<file path="src/rtl/pcs_rx_pkg.sv">
// Shared PCS receive definitions: block-lock states and sync-header codes.
// Imported by the block-lock FSM, BER monitor and decoder.
package pcs_rx_pkg;

  typedef enum logic [1:0] {
    LOCK_INIT,
    TEST,
    SLIP,
    WAIT
  } lock_state_e;

  localparam logic [1:0] SH_DATA = 2'b01;
  localparam logic [1:0] SH_CTRL = 2'b10;

  function automatic logic sh_ok(input logic [1:0] h);
    return (h == SH_DATA) || (h == SH_CTRL);
  endfunction

endpackage

</file>
<file path="src/rtl/block_lock_fsm.sv">
// 66b receive block-lock FSM for one PCS lane.
// Drives gearbox slip and qualifies the decode path with blk_lock.
module block_lock_fsm
  import pcs_rx_pkg::*;
#(
  parameter int LOCK_CNT    = 64,
  parameter int INVALID_MAX = 16,
  parameter int SLIP_WAIT   = 32
) (
  input  logic       clk156,
  input  logic       rstb156,
  input  logic       sh_vld,
  input  logic [1:0] rx_header,
  input  logic       signal_ok,
  output logic       blk_lock,
  output logic       slip,
  output logic       sh_invalid
);

  localparam int SHW = $clog2(LOCK_CNT + 1);
  localparam int IW  = $clog2(INVALID_MAX + 1);
  localparam int WW  = $clog2(SLIP_WAIT + 1);

  localparam logic [SHW-1:0] SH_LAST  = SHW'(LOCK_CNT - 1);
  localparam logic [SHW-1:0] SH_SAT   = SHW'(LOCK_CNT);
  localparam logic [IW-1:0]  INV_LAST = IW'(INVALID_MAX - 1);
  localparam logic [IW-1:0]  INV_SAT  = IW'(INVALID_MAX);
  localparam logic [WW-1:0]  WAIT_LD  = WW'(SLIP_WAIT);

  lock_state_e    state_q;
  logic [SHW-1:0] sh_cnt_q;
  logic [IW-1:0]  inv_cnt_q;
  logic [WW-1:0]  wait_q;
  logic           lock_q;
  logic           slip_q;
  logic           inv_q;

  logic hdr_bad;
  logic win_end;
  logic inv_drop;

  assign hdr_bad  = !sh_ok(rx_header);
  assign win_end  = (sh_cnt_q == SH_LAST);
  assign inv_drop = (inv_cnt_q == INV_LAST);

  always_ff @(posedge clk156) begin
    if (!rstb156 || !signal_ok) begin
      state_q   <= LOCK_INIT;
      sh_cnt_q  <= '0;
      inv_cnt_q <= '0;
      wait_q    <= '0;
      lock_q    <= 1'b0;
      slip_q    <= 1'b0;
      inv_q     <= 1'b0;
    end else begin
      slip_q <= 1'b0;
      inv_q  <= 1'b0;
      unique case (state_q)
        LOCK_INIT: begin
          sh_cnt_q  <= '0;
          inv_cnt_q <= '0;
          lock_q    <= 1'b0;
          state_q   <= TEST;
        end
        TEST: begin
          if (sh_vld) begin
            inv_q <= hdr_bad;
            if (hdr_bad && !lock_q) begin
              state_q <= SLIP;
            end else if (hdr_bad && inv_drop) begin
              lock_q  <= 1'b0;
              state_q <= SLIP;
            end else if (win_end) begin
              // Lock only after a fully clean window
              if (!hdr_bad && inv_cnt_q == '0)
                lock_q <= 1'b1;
              sh_cnt_q  <= '0;
              inv_cnt_q <= '0;
            end else begin
              if (sh_cnt_q != SH_SAT)
                sh_cnt_q <= sh_cnt_q + SHW'(1);
              if (hdr_bad && inv_cnt_q != INV_SAT)
                inv_cnt_q <= inv_cnt_q + IW'(1);
            end
          end
        end
        SLIP: begin
          slip_q    <= 1'b1;
          sh_cnt_q  <= '0;
          inv_cnt_q <= '0;
          wait_q    <= WAIT_LD;
          state_q   <= WAIT;
        end
        WAIT: begin
          if (wait_q == '0)
            state_q <= TEST;
          else
            wait_q <= wait_q - WW'(1);
        end
      endcase
    end
  end

  assign blk_lock   = lock_q;
  assign slip       = slip_q;
  assign sh_invalid = inv_q;

endmodule

</file>
<file path="config.mk">
export PLATFORM = sky130hd
export DESIGN_NAME = block_lock_fsm
export DESIGN_NICKNAME = d
export VERILOG_FILES = /design/src/rtl/pcs_rx_pkg.sv /design/src/rtl/block_lock_fsm.sv
export SDC_FILE = /design/constraint.sdc
export NUM_CORES = 1
export LEC_CHECK = 0
export ABC_AREA = 0
export BUFFER_PORTS_ARGS = -buffer_cell sky130_fd_sc_hd__buf_2
export CAP_MARGIN = 20
export CORE_AREA = 2 2 73 75
export CTS_BUF_LIST = sky130_fd_sc_hd__clkbuf_2
export DETAILED_ROUTE_END_ITERATION = 8
export DIE_AREA = 0 0 75 77
export PLACE_DENSITY_LB_ADDON = 0.25
export SLEW_MARGIN = 30
export SYNTH_ARGS = -nofsm -noshare
export SYNTH_HDL_FRONTEND = slang
export SYNTH_SLANG_ARGS = --single-unit
</file>
<file path="constraint.sdc">
create_clock -name clk156 -period 2.07 [get_ports clk156]
set_input_delay 0.1035 -clock clk156 [delete_from_list [all_inputs] [get_ports clk156]]
set_output_delay 0.1035 -clock clk156 [all_outputs]
set_load 0.02 [all_outputs]
</file>
======== Yosys cells after proc, flatten, opt, wreduce, memory -nomap -nowiden ========
Index checks and enable logic that the tools add are counted.
storage, ports and cells
  register bits after elaboration ......... 23
  latch bits .............................. 0
  bits in writable memories ............... 0
  ROM bits ................................ 0
  output and inout port bits .............. 3
  word-level logic and storage cells ...... 80
  memories ................................ 0
operators by class
  add/subtract/negate cells ............... 3
  $mul .................................... 0
  divide/modulo/power cells ............... 0
  magnitude comparators ................... 0
  equality and inequality tests ........... 19
  shifts and indexed selects .............. 0
  muxes and demuxes ....................... 26
  bitwise logic cells ..................... 2
  reduce and logical (&&, ||, !) cells .... 23
operators by type and width
  cell                                               number
  2-to-1 mux 7 bit                                   5
  2-to-1 mux 5 bit                                   5
  inequality test 3 bit (second input constant)      5
  AND reduction 5 bit                                3
  one-hot mux 7 bit (2 select lines)                 1
  one-hot mux 6 bit (2 select lines)                 1
  inequality test 2 bit (second input constant)      5
  one-hot mux 5 bit (2 select lines)                 1
  2-to-1 mux 2 bit                                   4
  one-hot mux 2 bit (4 select lines)                 1
  adder 7 x 1 -> 7 bit (second input constant)       1
  == test 7 x 6 -> 1 bit (second input constant)     1
  inequality test 7 bit (second input constant)      1
  == test 2 bit (second input constant)              3
  zero test 6 bit                                    1
  2-to-1 mux 1 bit                                   6
  2-to-1 mux 6 bit                                   1
  nonzero test 2 bit                                 3
  subtractor 6 x 1 -> 6 bit (second input constant)  1
  adder 5 x 1 -> 5 bit (second input constant)       1
  == test 5 x 4 -> 1 bit (second input constant)     1
  zero test 5 bit                                    1
  inequality test 5 bit (second input constant)      1
  == test 2 x 1 -> 1 bit (second input constant)     2
  10 further kinds                                   18

======== Longest topological paths before layout ========
Gate-level depths: netlist of the first run.
  depth after elaboration ................. 10
  mapped depth ............................ 7
  depth with buffers taken out ............ 7

======== Worst setup path after synthesis of the first run ========
No wires, ideal clock.
  path type ............................... reg2reg
  start ................................... reg inv_cnt_q[0]
  end ..................................... reg inv_cnt_q[0]
  library setup time ...................... 0.070 ns
  data arrival time ....................... 1.970 ns
  path slack .............................. 0.029 ns
  cell stages (with the launch flop) ...... 8
  path buffers ............................ 0
  period minus slack after synthesis ...... 2.041 ns
  cell sequence ........................... dfxtp_1 > ha_1 > and3_1 > ha_1 > or2b_1 > a21o_1 > or4_1 > a21oi_1
on the way
  word-level cells in the longest chain between the ends .. 7
  elaborated cells on any way between the ends .. 14
  classes of those cells .................. 1 x add/sub; 4 x eq/ne; 6 x mux; 3 x reduce/logical
ends and longest elaborated chain
  item                                line                  text
  start, declared                     block_lock_fsm.sv:32  logic [IW-1:0] inv_cnt_q;
  start signal, assigned              block_lock_fsm.sv:83  inv_cnt_q <= inv_cnt_q + IW'(1);
  adder 5 x 1 -> 5 bit                block_lock_fsm.sv:83
  2-to-1 mux 5 bit                    block_lock_fsm.sv:82  if (hdr_bad && inv_cnt_q != INV_SAT)
  2-to-1 mux 5 bit                    block_lock_fsm.sv:73  end else if (win_end) begin
  2-to-1 mux 5 bit                    block_lock_fsm.sv:70  end else if (hdr_bad && inv_drop) begin
  2-to-1 mux 5 bit                    block_lock_fsm.sv:68  if (hdr_bad && !lock_q) begin
  2-to-1 mux 5 bit                    block_lock_fsm.sv:66  if (sh_vld) begin
  one-hot mux 5 bit (2 select lines)  block_lock_fsm.sv:58  unique case (state_q)
Parallel ways exist; a longest one is shown, timed or not. The select of a mux whose other input is x is not followed.
A chain may end at the register's enable or synchronous reset.

======== Worst setup path in the final report of the first run ========
  start ................................... reg inv_cnt_q[1]
  end ..................................... reg inv_cnt_q[0]
on the way
  word-level cells in the longest chain between the ends .. 4
  elaborated cells on any way between the ends .. 7
  classes of those cells .................. 4 x eq/ne; 3 x reduce/logical
ends and longest elaborated chain
  item                                                                                    line
  inequality test 5 bit / == test 5 x 4 -> 1 bit (equally long branches)                  block_lock_fsm.sv:82, block_lock_fsm.sv:44
  logical AND 1 bit, on equally long branches                                             block_lock_fsm.sv:82, block_lock_fsm.sv:70
  inequality test 3 bit (no source line) / inequality test 2 bit (equally long branches)  n/a
  AND reduction 5 bit (no source line) (*)                                                n/a
Mark *: on every way between the ends. The rest lies on a longest branch, timed or not.

==> impl_metrics.yaml, run 1 <==
route:
  top_layer: "met4"
  drt_pass1_iterations: 4
  drcViolationCount: 0
  met1_length_mm: 1.74
  ant_nets: 0
  num_vias: 1330
  avgRoutedWirePerCell_um: 12.8
  route.final.wire_length_mm: 3.32
  dr_wl_met2_mm: 1.42
  drt_iter0_drc: 86
  wl_met3_um: 125
  drt-vias-per-instance: 5.14
synth:
  synth_compound_area_share_pct: 26.4
  synth.area.mux_share_pct: 1.46
  synth_area_um2: 1460
  synthAdderAreaFrac_pct: 10.3
  ys_async_sr_fraction_pct: 0
  synth-xor-area-share_pct: 1.72
  yosysTopAreaCellShare_pct: 31.6
  syn-num-nets: 185
  postSynthAreaPerCell_um2: 8.71
  ys_seq_elements: 23
  synth-simple-area-share_pct: 24.4
  synth_edf_count: 0
  yosys.area.top_type: "dfxtp_1"
  yosysUniqueCellTypes: 54
  synth_top_family_by_area: "compound AO/OA/AOI/OAI gates"
  synthTopCellsByArea: "dfxtp_1, ha_1, a21oi_1"
  netlist_instances: 167
  seq_area_frac_synth_pct: 31.6
  yosysWarnings: 0
  synth_ff_type: "dfxtp_1"
cells_and_area:
  seqCellArea_um2: 465
  layout_commonest_cell: "dfxtp_1"
  fin_nets: 208
  n_antenna_cell: 0
  fill_cells: 525
  multi_input_area_um2: 966
  drive_above_1_share_pct: 21.7
  layout_common_cells: "dfxtp_1, buf_4, a21oi_1, inv_1, ha_1"
  syn2layout_area_growth_pct: 18.6
global_route:
  grt_pass1_wl_mm: 5.44
  track_usage_pct: 11.9
  grt_max_degree: 13
  antenna_found_initial: 0
  grt_pass1_vias: 1168
  gr-total-overflow: 0
power:
  ir_drop_v: 0.000162
  p_leak_nw: 0.663
  cellPowerDensity_nw_per_um2: 455
timing:
  worstMarginPinSlew_ns: 0.471
  slew_viol_final: 0
  rsz0062_at_grt: "yes"
  fin_tns_setup_ns: 0
  min_period_ns: 2.01
  setup_violations: 0
  whs_ns: 0.0317
  maxClockFrequency_mhz: 498
  skew_ns: 0.0121
  slew_headroom_pct: 68.6
  finalHoldViolCount: 0
  fin_crit_sh_pct: 97.0
critical_path:
  cp-start-kind: "register"
  endpoint: "inv_cnt_q[0]"
  cp-end-kind: "register"
  worst-r2r-cell-count: 7
  critPathRequiredTime_ns: 2.37
  crit_arrival_ns: 2.31
  rrSetupSlack_ns: 0.06
  crit_fanout: 5
  worstSetupPathType: "reg2reg"
  r2r-start: "inv_cnt_q[1]"
  crit_start: "inv_cnt_q[1]"
  worstReg2RegEnd: "inv_cnt_q[0]"
placement:
  portBuffers: 8
  place_hpwl_mm: 2.50
  place_congestion: 0.769
cts:
  clkTransAtPathRegs_ns: 0.25
  cts_max_level: 1
  cts_tree: "yes"
  clk_path_buf_depth: 2
  numCtsBuffers: 3
  insertion_delay_ns: 0.35
  cts-root-buf: "clkbuf_2"
  cts.sinks: 23
floorplanning:
  ioPinCount: 9
  die_w_um: 75
  start_util_pct: 29.2
  rows: 26
  core-area_um2: 4980
  die_y_um: 77
  dieArea_um2: 5780
job:
  maxCapViolCount: 0
run_status:
  status: "finished clean"
worst_hold_path:
  hold_path.class: "in2reg"
## state kept, by name, summed over array words and instances, names as in the netlist
signal and flops:
state_q 2, inv_cnt_q 5, wait_q 6, sh_invalid 1, blk_lock 1, sh_cnt_q 7
slip 1
## worst max-delay path, cell delays in order (launching register included)
cell     delay (ns)
dfxtp_2        0.39
ha_4           0.15
and3_4         0.15
ha_4           0.16
or2b_1         0.23
a21o_1         0.22
or4_1          0.52
a21oi_1        0.14
## cell families (layout without fill, tap and decap cells)
group                      count (synthesis)  after routing
and+or+nand+nor                           59             59
DFF                                       23             23
xor gates and xnor gates                   2              2
muxes                                      2              2
adders and majority gates                 12             12
AOI/OAI and AO/OA                         54             54
buffers and inverters                     15             37
## area by class of cell
cell class | count | share of cell area [%]
Sequential cell | 23 | 27.0
Inverter | 11 | 2.39
Tap cell | 70 | 5.08
Multi-Input combinational cell | 129 | 56.0
Clock buffer | 4 | 1.16
Timing Repair Buffer | 22 | 8.41
## where the power goes
part	total, mW	switching (mW)	internal [mW]
Combinational	0.131	0.0800	0.0509
Clock	0.200	0.149	0.0510
Sequential	0.453	0.00446	0.449
## worst min-delay path by stage
stage | start | end | slack [ns] | cells past startpoint
after global placement | signal_ok | slip | 0.42 | 2
after CTS | signal_ok | slip | 0.01 | 2
after floorplan | signal_ok | slip | 0.26 | 1
after detailed placement | signal_ok | slip | 0.41 | 2
final | signal_ok | slip | 0.03 | 2
after global routing | signal_ok | slip | 0.01 | 2
## routing by layer
layer | track usage (%) | vias to the layer above
met4 | 3.93 | 0
li1 | - | 686
met5 | 0 | -
met1 | 18.2 | 619
met2 | 16.4 | 23
met3 | 2.10 | 2
## stage by stage
step                total power [mW]  worst slack (ns)  util (%)  std cells  cell area [um2]
floorplan                      0.544            0.0292         -        167             1460
global placement               0.592            0.0224      33.4        254             1660
detailed placement             0.591           -0.0104      33.4        254             1660
CTS                            0.793            0.0269      33.9        258             1690
global route                   0.822           -0.0175      34.7        259             1730
finish                         0.785            0.0615      34.7        259             1730
## cell usage after synthesis (2+ instances only)
cell and n:
a21o_1 2, dfxtp_1 23, a21oi_1 13, ha_1 12, and3_1 3, nor3b_1 2, inv_1 11, nor3_1 5
nor2_1 7, o311a_1 2, or2b_1 2, nand3_1 3, nand2_1 8, o211ai_1 6, nand4_1 5, o31ai_1 4
or3_1 8, clkbuf_1 2, a31oi_1 5, o21ai_0 5, and2_1 3, a41oi_1 3, or4_1 2
## timing repair
item,CTS,global route
endpoints found under the setup margin,3,4
hold buffers,0,0
endpoints found under the hold margin,0,0
pin swaps,4,4
gates resized for setup,2,7
setup buffers,0,1
(Power assumes the default switching activity.)
==> run 2: changes to the inputs <==
ABC_AREA = not set   (was 0)
CORE_AREA = 2 2 56 58   (was 2 2 73 75)
DIE_AREA = 0 0 58 60   (was 0 0 75 77)
RECOVER_POWER = 25   (was not set)
==> impl_metrics.yaml, run 2 (same netlist as run 1, synthesis figures left out) <==
critical_path:
  crit_top_cell: "ha_4"
  critPathSlowestCell: "or4_1"
  worst-path-stages: 7
  crit_family: "simple AND/OR/NAND/NOR gates"
  crit_chain: "ha_4, and3_4, ha_4, or2b_1, a21o_1, or4_1, a21oi_1"
  critPathRequiredTime_ns: 2.34
  slowest_delay_ns: 0.52
  crit_arrival_ns: 2.31
  worstReg2RegEnd: "inv_cnt_q[0]"
  endpoint: "inv_cnt_q[0]"
  cp-start-kind: "register"
  worstSetupPathType: "reg2reg"
  worst-r2r-cell-count: 7
  worstPathBufferInverterCount: 0
  r2r-start: "inv_cnt_q[1]"
  cp-end-kind: "register"
  rrSetupSlack_ns: 0.02
  crit_start: "inv_cnt_q[1]"
  crit_fanout: 6
placement:
  place_inst: 214
  place_congestion: 0.828
  place_hpwl_mm: 2.49
  portBuffers: 8
  dp_slack_ns: -0.0127
route:
  num_vias: 1380
  route.final.wire_length_mm: 3.40
  ant_nets: 0
  avgRoutedWirePerCell_um: 15.4
  drt_pass1_iterations: 4
  drt-vias-per-instance: 6.27
  drcViolationCount: 0
  drt_iter0_drc: 58
timing:
  finalHoldViolCount: 0
  min_period_ns: 2.05
  skew_ns: 0.00312
  slew_headroom_pct: 70.1
  maxClockFrequency_mhz: 489
  rsz0062_at_grt: "yes"
  setup_violations: 0
  fin_ws_ns: 0.0249
  slew_viol_final: 0
  fin_crit_sh_pct: 98.8
  worstMarginPinSlew_ns: 0.449
global_route:
  antenna_found_initial: 0
  track_usage_pct: 21.1
  gr-total-overflow: 0
  grt_max_degree: 13
  grt_pass1_vias: 1252
  grt_pass1_wl_mm: 5.71
floorplanning:
  rows: 20
  die_y_um: 60
  core-area_um2: 2900
  dieArea_um2: 3480
  start_util_pct: 50.1
  die_w_um: 58
  ioPinCount: 9
worst_hold_path:
  hold_path.class: "in2reg"
cts:
  cts.sinks: 23
  cts-root-buf: "clkbuf_2"
  numCtsBuffers: 3
  cts_tree: "yes"
  cts_max_level: 1
  cts_setup_buffers: 0
  clk_path_buf_depth: 2
  insertion_delay_ns: 0.32
  clkTransAtPathRegs_ns: 0.22
run_status:
  status: "finished clean"
power:
  pwr-share-seq_pct: 58.9
  power.switching_uw: 220
  p_sw_share_pct: 28.6
  clkPwrFrac_pct: 24.2
  ir_drop_v: 0.000282
  p_total_uw: 768
  p_comb_share_pct: 16.9
  p_int_uw: 549
  p_leak_nw: 0.646
  cellPowerDensity_nw_per_um2: 457
cells_and_area:
  layout_commonest_cell: "dfxtp_1"
  reg_top3: "sh_cnt_q x7, wait_q x6, inv_cnt_q x5"
  final_util_pct: 58.0
  fin_nets: 206
  n_antenna_cell: 0
  drive_above_1_share_pct: 19.8
  largest_reg_flops: 7
  regMostFlops: "sh_cnt_q"
  layout_common_cells: "dfxtp_1, a21oi_1, inv_1, ha_1, buf_4"
  syn2layout_area_growth_pct: 15.6
  stdcell_count: 220
job:
  maxCapViolCount: 0
## run 2: worst min-delay path, stage by stage
cell	delay (ns)
buf_2	0.12
nand2_1	0.16
nor3_1	0.07
## run 2: cell type report
type,instances,area (um2)
Clock buffer,4,20.0
Fill cell,272,1220
Inverter,11,41.3
Multi-Input combinational cell,129,985
Sequential cell,23,464
Tap cell,33,41.3
Timing Repair Buffer,20,131
## run 2: worst min path at each step
stage / start / to / slack (ns) / cells after the start
6_report: sh_vld / sh_invalid / 0.14 / 3
2_1_floorplan: signal_ok / slip / 0.26 / 1
3_5_place_dp: signal_ok / slip / 0.39 / 2
5_1_grt: sh_vld / sh_invalid / 0.11 / 3
4_1_cts: signal_ok / slip / 0.001 / 2
3_3_place_gp: signal_ok / slip / 0.36 / 2
## run 2: per-stage QoR
stage / TNS, ns / cell area [um2] / hold slack, ns
final: 0 / 1680 / 0.137
after CTS: 0 / 1640 / 0.000992
after detailed placement: -0.0127 / 1590 / 0.386
after floorplan: 0 / 1460 / 0.256
after global routing: -0.129 / 1680 / 0.112
after global placement: 0 / 1590 / 0.364
## run 2: routing by layer
layer | track usage, % | part of all wire [%] | up-vias
met5 | 0 | 0 | -
li1 | - | - | 683
met1 | 28.5 | 46 | 645
met4 | 8.31 | 1.1 | 0
met2 | 34.6 | 47 | 48
met3 | 2.38 | 5.8 | 4
## run 2: what timing repair did
| item | CTS | global route |
|---|---|---|
| pin swaps | 3 | 4 |
| hold buffers | 0 | 2 |
| resized for setup | 5 | 7 |
| hold endpoints to repair | 0 | 1 |
| endpoints found under the setup margin | 3 | 8 |
## run 2: power groups by stage
stage          Combinational, mW  Sequential (mW)  Clock [mW]
6_report                   0.130            0.453       0.186
4_1_cts                    0.124            0.453       0.200
3_5_place_dp               0.123            0.461           0
5_1_grt                    0.145            0.455       0.221
2_1_floorplan             0.0838            0.461           0
3_3_place_gp               0.120            0.461           0
==> run 3: changes to the inputs <==
ABC_CLOCK_PERIOD_IN_PS = 2070   (was not set)
REMOVE_ABC_BUFFERS = 1   (was not set)
SLEW_MARGIN = not set   (was 30)
==> impl_metrics.yaml, run 3 (same netlist as run 1, synthesis figures left out) <==
worst_hold_path:
  worstHoldPathCells: 3
  min_to: "sh_invalid"
  hold_path.class: "in2reg"
  hp-start: "sh_vld"
critical_path:
  worstReg2RegEnd: "inv_cnt_q[0]"
  critPathSlowestCell: "or4_1"
  crit_start: "inv_cnt_q[0]"
  crit_family: "simple AND/OR/NAND/NOR gates"
  worstPathBufferInverterCount: 0
  cp-start-kind: "register"
  r2r-start: "inv_cnt_q[0]"
  rrSetupSlack_ns: 0.03
  crit_top_cell: "ha_4"
  crit_fanout: 5
  critPathRequiredTime_ns: 2.36
  crit_chain: "ha_4, and3_4, ha_4, or2b_1, a21o_1, or4_1, a21oi_1"
  crit_arrival_ns: 2.33
  cp-end-kind: "register"
  worst-r2r-cell-count: 7
  worstSetupPathType: "reg2reg"
  slowest_delay_ns: 0.52
placement:
  place_inst: 214
  portBuffers: 8
  place_area_um2: 1590
  place_hpwl_mm: 2.38
  place_congestion: 0.892
global_route:
  grt_max_degree: 14
  grt_pass1_wl_mm: 5.45
  antenna_found_initial: 0
  track_usage_pct: 20.3
  gr-total-overflow: 0
  grt_pass1_vias: 1262
timing:
  slew_headroom_pct: 69.4
  maxClockFrequency_mhz: 491
  setup_violations: 0
  slew_viol_final: 0
  worstMarginPinSlew_ns: 0.457
  rsz0062_at_grt: "yes"
  min_period_ns: 2.04
  fin_crit_sh_pct: 98.4
  skew_ns: 0.00811
  finalHoldViolCount: 0
floorplanning:
  die_w_um: 58
  start_util_pct: 50.1
  core-area_um2: 2900
  dieArea_um2: 3480
  rows: 20
  die_y_um: 60
  ioPinCount: 9
route:
  ant_nets: 0
  drcViolationCount: 0
  route.final.wire_length_mm: 3.30
  drt_iter0_drc: 106
  avgRoutedWirePerCell_um: 14.7
  num_vias: 1363
  drt_pass1_iterations: 4
  drt-vias-per-instance: 6.08
cts:
  cts_tree: "yes"
  cts-root-buf: "clkbuf_2"
  cts_max_level: 1
  clkTransAtPathRegs_ns: 0.23
  numCtsBuffers: 3
  clk_path_buf_depth: 2
  insertion_delay_ns: 0.34
  cts.sinks: 23
cells_and_area:
  seqCellArea_um2: 467
  fin_area_um2: 1710
  layout_commonest_cell: "dfxtp_1"
  n_antenna_cell: 0
  drive_above_1_share_pct: 20.9
  multi_input_area_um2: 973
  fin_nets: 210
  layout_common_cells: "dfxtp_1, buf_4, a21oi_1, inv_1, ha_1"
  syn2layout_area_growth_pct: 17.2
  reg_top3: "sh_cnt_q x7, wait_q x6, inv_cnt_q x5"
  largest_reg_flops: 7
  regMostFlops: "sh_cnt_q"
  fill_cells: 262
  stdcell_count: 224
  final_util_pct: 58.8
power:
  p_int_uw: 548
  p_comb_share_pct: 17.7
  p_sw_share_pct: 29.5
  clkPwrFrac_pct: 24.1
  p_leak_nw: 0.665
  cellPowerDensity_nw_per_um2: 456
  pwr-share-seq_pct: 58.2
  ir_drop_v: 0.000292
  power.switching_uw: 230
run_status:
  status: "finished clean"
job:
  maxCapViolCount: 0
[run 3: cell types whose count changed in the layout (fill, tap and decap cells not counted), sizes merged]
| cell | change |
|---|---|
| buf | +5 |
| clkbuf | -2 |
| clkinv | +1 |
[run 3: area by class of cell]
class / count / area share (%)
clock buffer: 3 / 0.880
clock inverter: 1 / 0.293
inverter: 11 / 2.42
multi-input combinational: 129 / 57.1
sequential: 23 / 27.4
tap: 33 / 2.42
timing repair buffer: 24 / 9.54
[run 3: stage by stage]
stage / power, mW / hold WS, ns / worst slack (ns) / TNS, ns
3_5_place_dp: 0.590 / 0.372 / 0.00652 / 0
2_1_floorplan: 0.542 / 0.256 / 0.0242 / 0
3_3_place_gp: 0.586 / 0.359 / 0.0394 / 0
5_1_grt: 0.822 / 0.0849 / -0.0637 / -0.0995
6_report: 0.778 / 0.113 / 0.0322 / 0
4_1_cts: 0.781 / 0.103 / 0.00676 / 0
[run 3: worst max path at each step]
| stage | endpoint | slack [ns] | cells after the start |
|---|---|---|---|
| after detailed placement | inv_cnt_q[1] | 0.007 | 7 |
| after global routing | inv_cnt_q[0] | -0.06 | 7 |
| after floorplan | inv_cnt_q[0] | 0.02 | 7 |
| final | inv_cnt_q[0] | 0.03 | 7 |
| after CTS | sh_cnt_q[2] | 0.007 | 8 |
| after global placement | inv_cnt_q[0] | 0.04 | 7 |
[run 3: timing repair]
action                                 4_1_cts  5_1_grt
pin swaps                                    3        3
endpoints found under the hold margin        1        0
resized for setup                            1       11
gates cloned                                 0        0
hold buffers                                 2        0
setup endpoints to repair                    3       10
buffers inserted                             2        2
[run 3: per-layer routing]
metal  routed length (um)  up-vias  global-route usage, %
li1                     -      689                      -
met3                  102       10                   2.81
met4                   84        0                   10.6
met5                    0        -                      0
met2                 1540       26                   33.4
met1                 1570      638                   25.7
[run 3: power by group through the flow]
stage	sequential [mW]	clock [mW]	combinational, mW
global route	0.454	0.215	0.153
global placement	0.461	0	0.126
CTS	0.453	0.196	0.133
detailed placement	0.461	0	0.129
finish	0.452	0.188	0.138
floorplan	0.461	0	0.0812
[run 3: worst min-delay path: stages]
cell,delay [ns]
buf_2,0.12
nand2_1,0.16
nor3_1,0.06
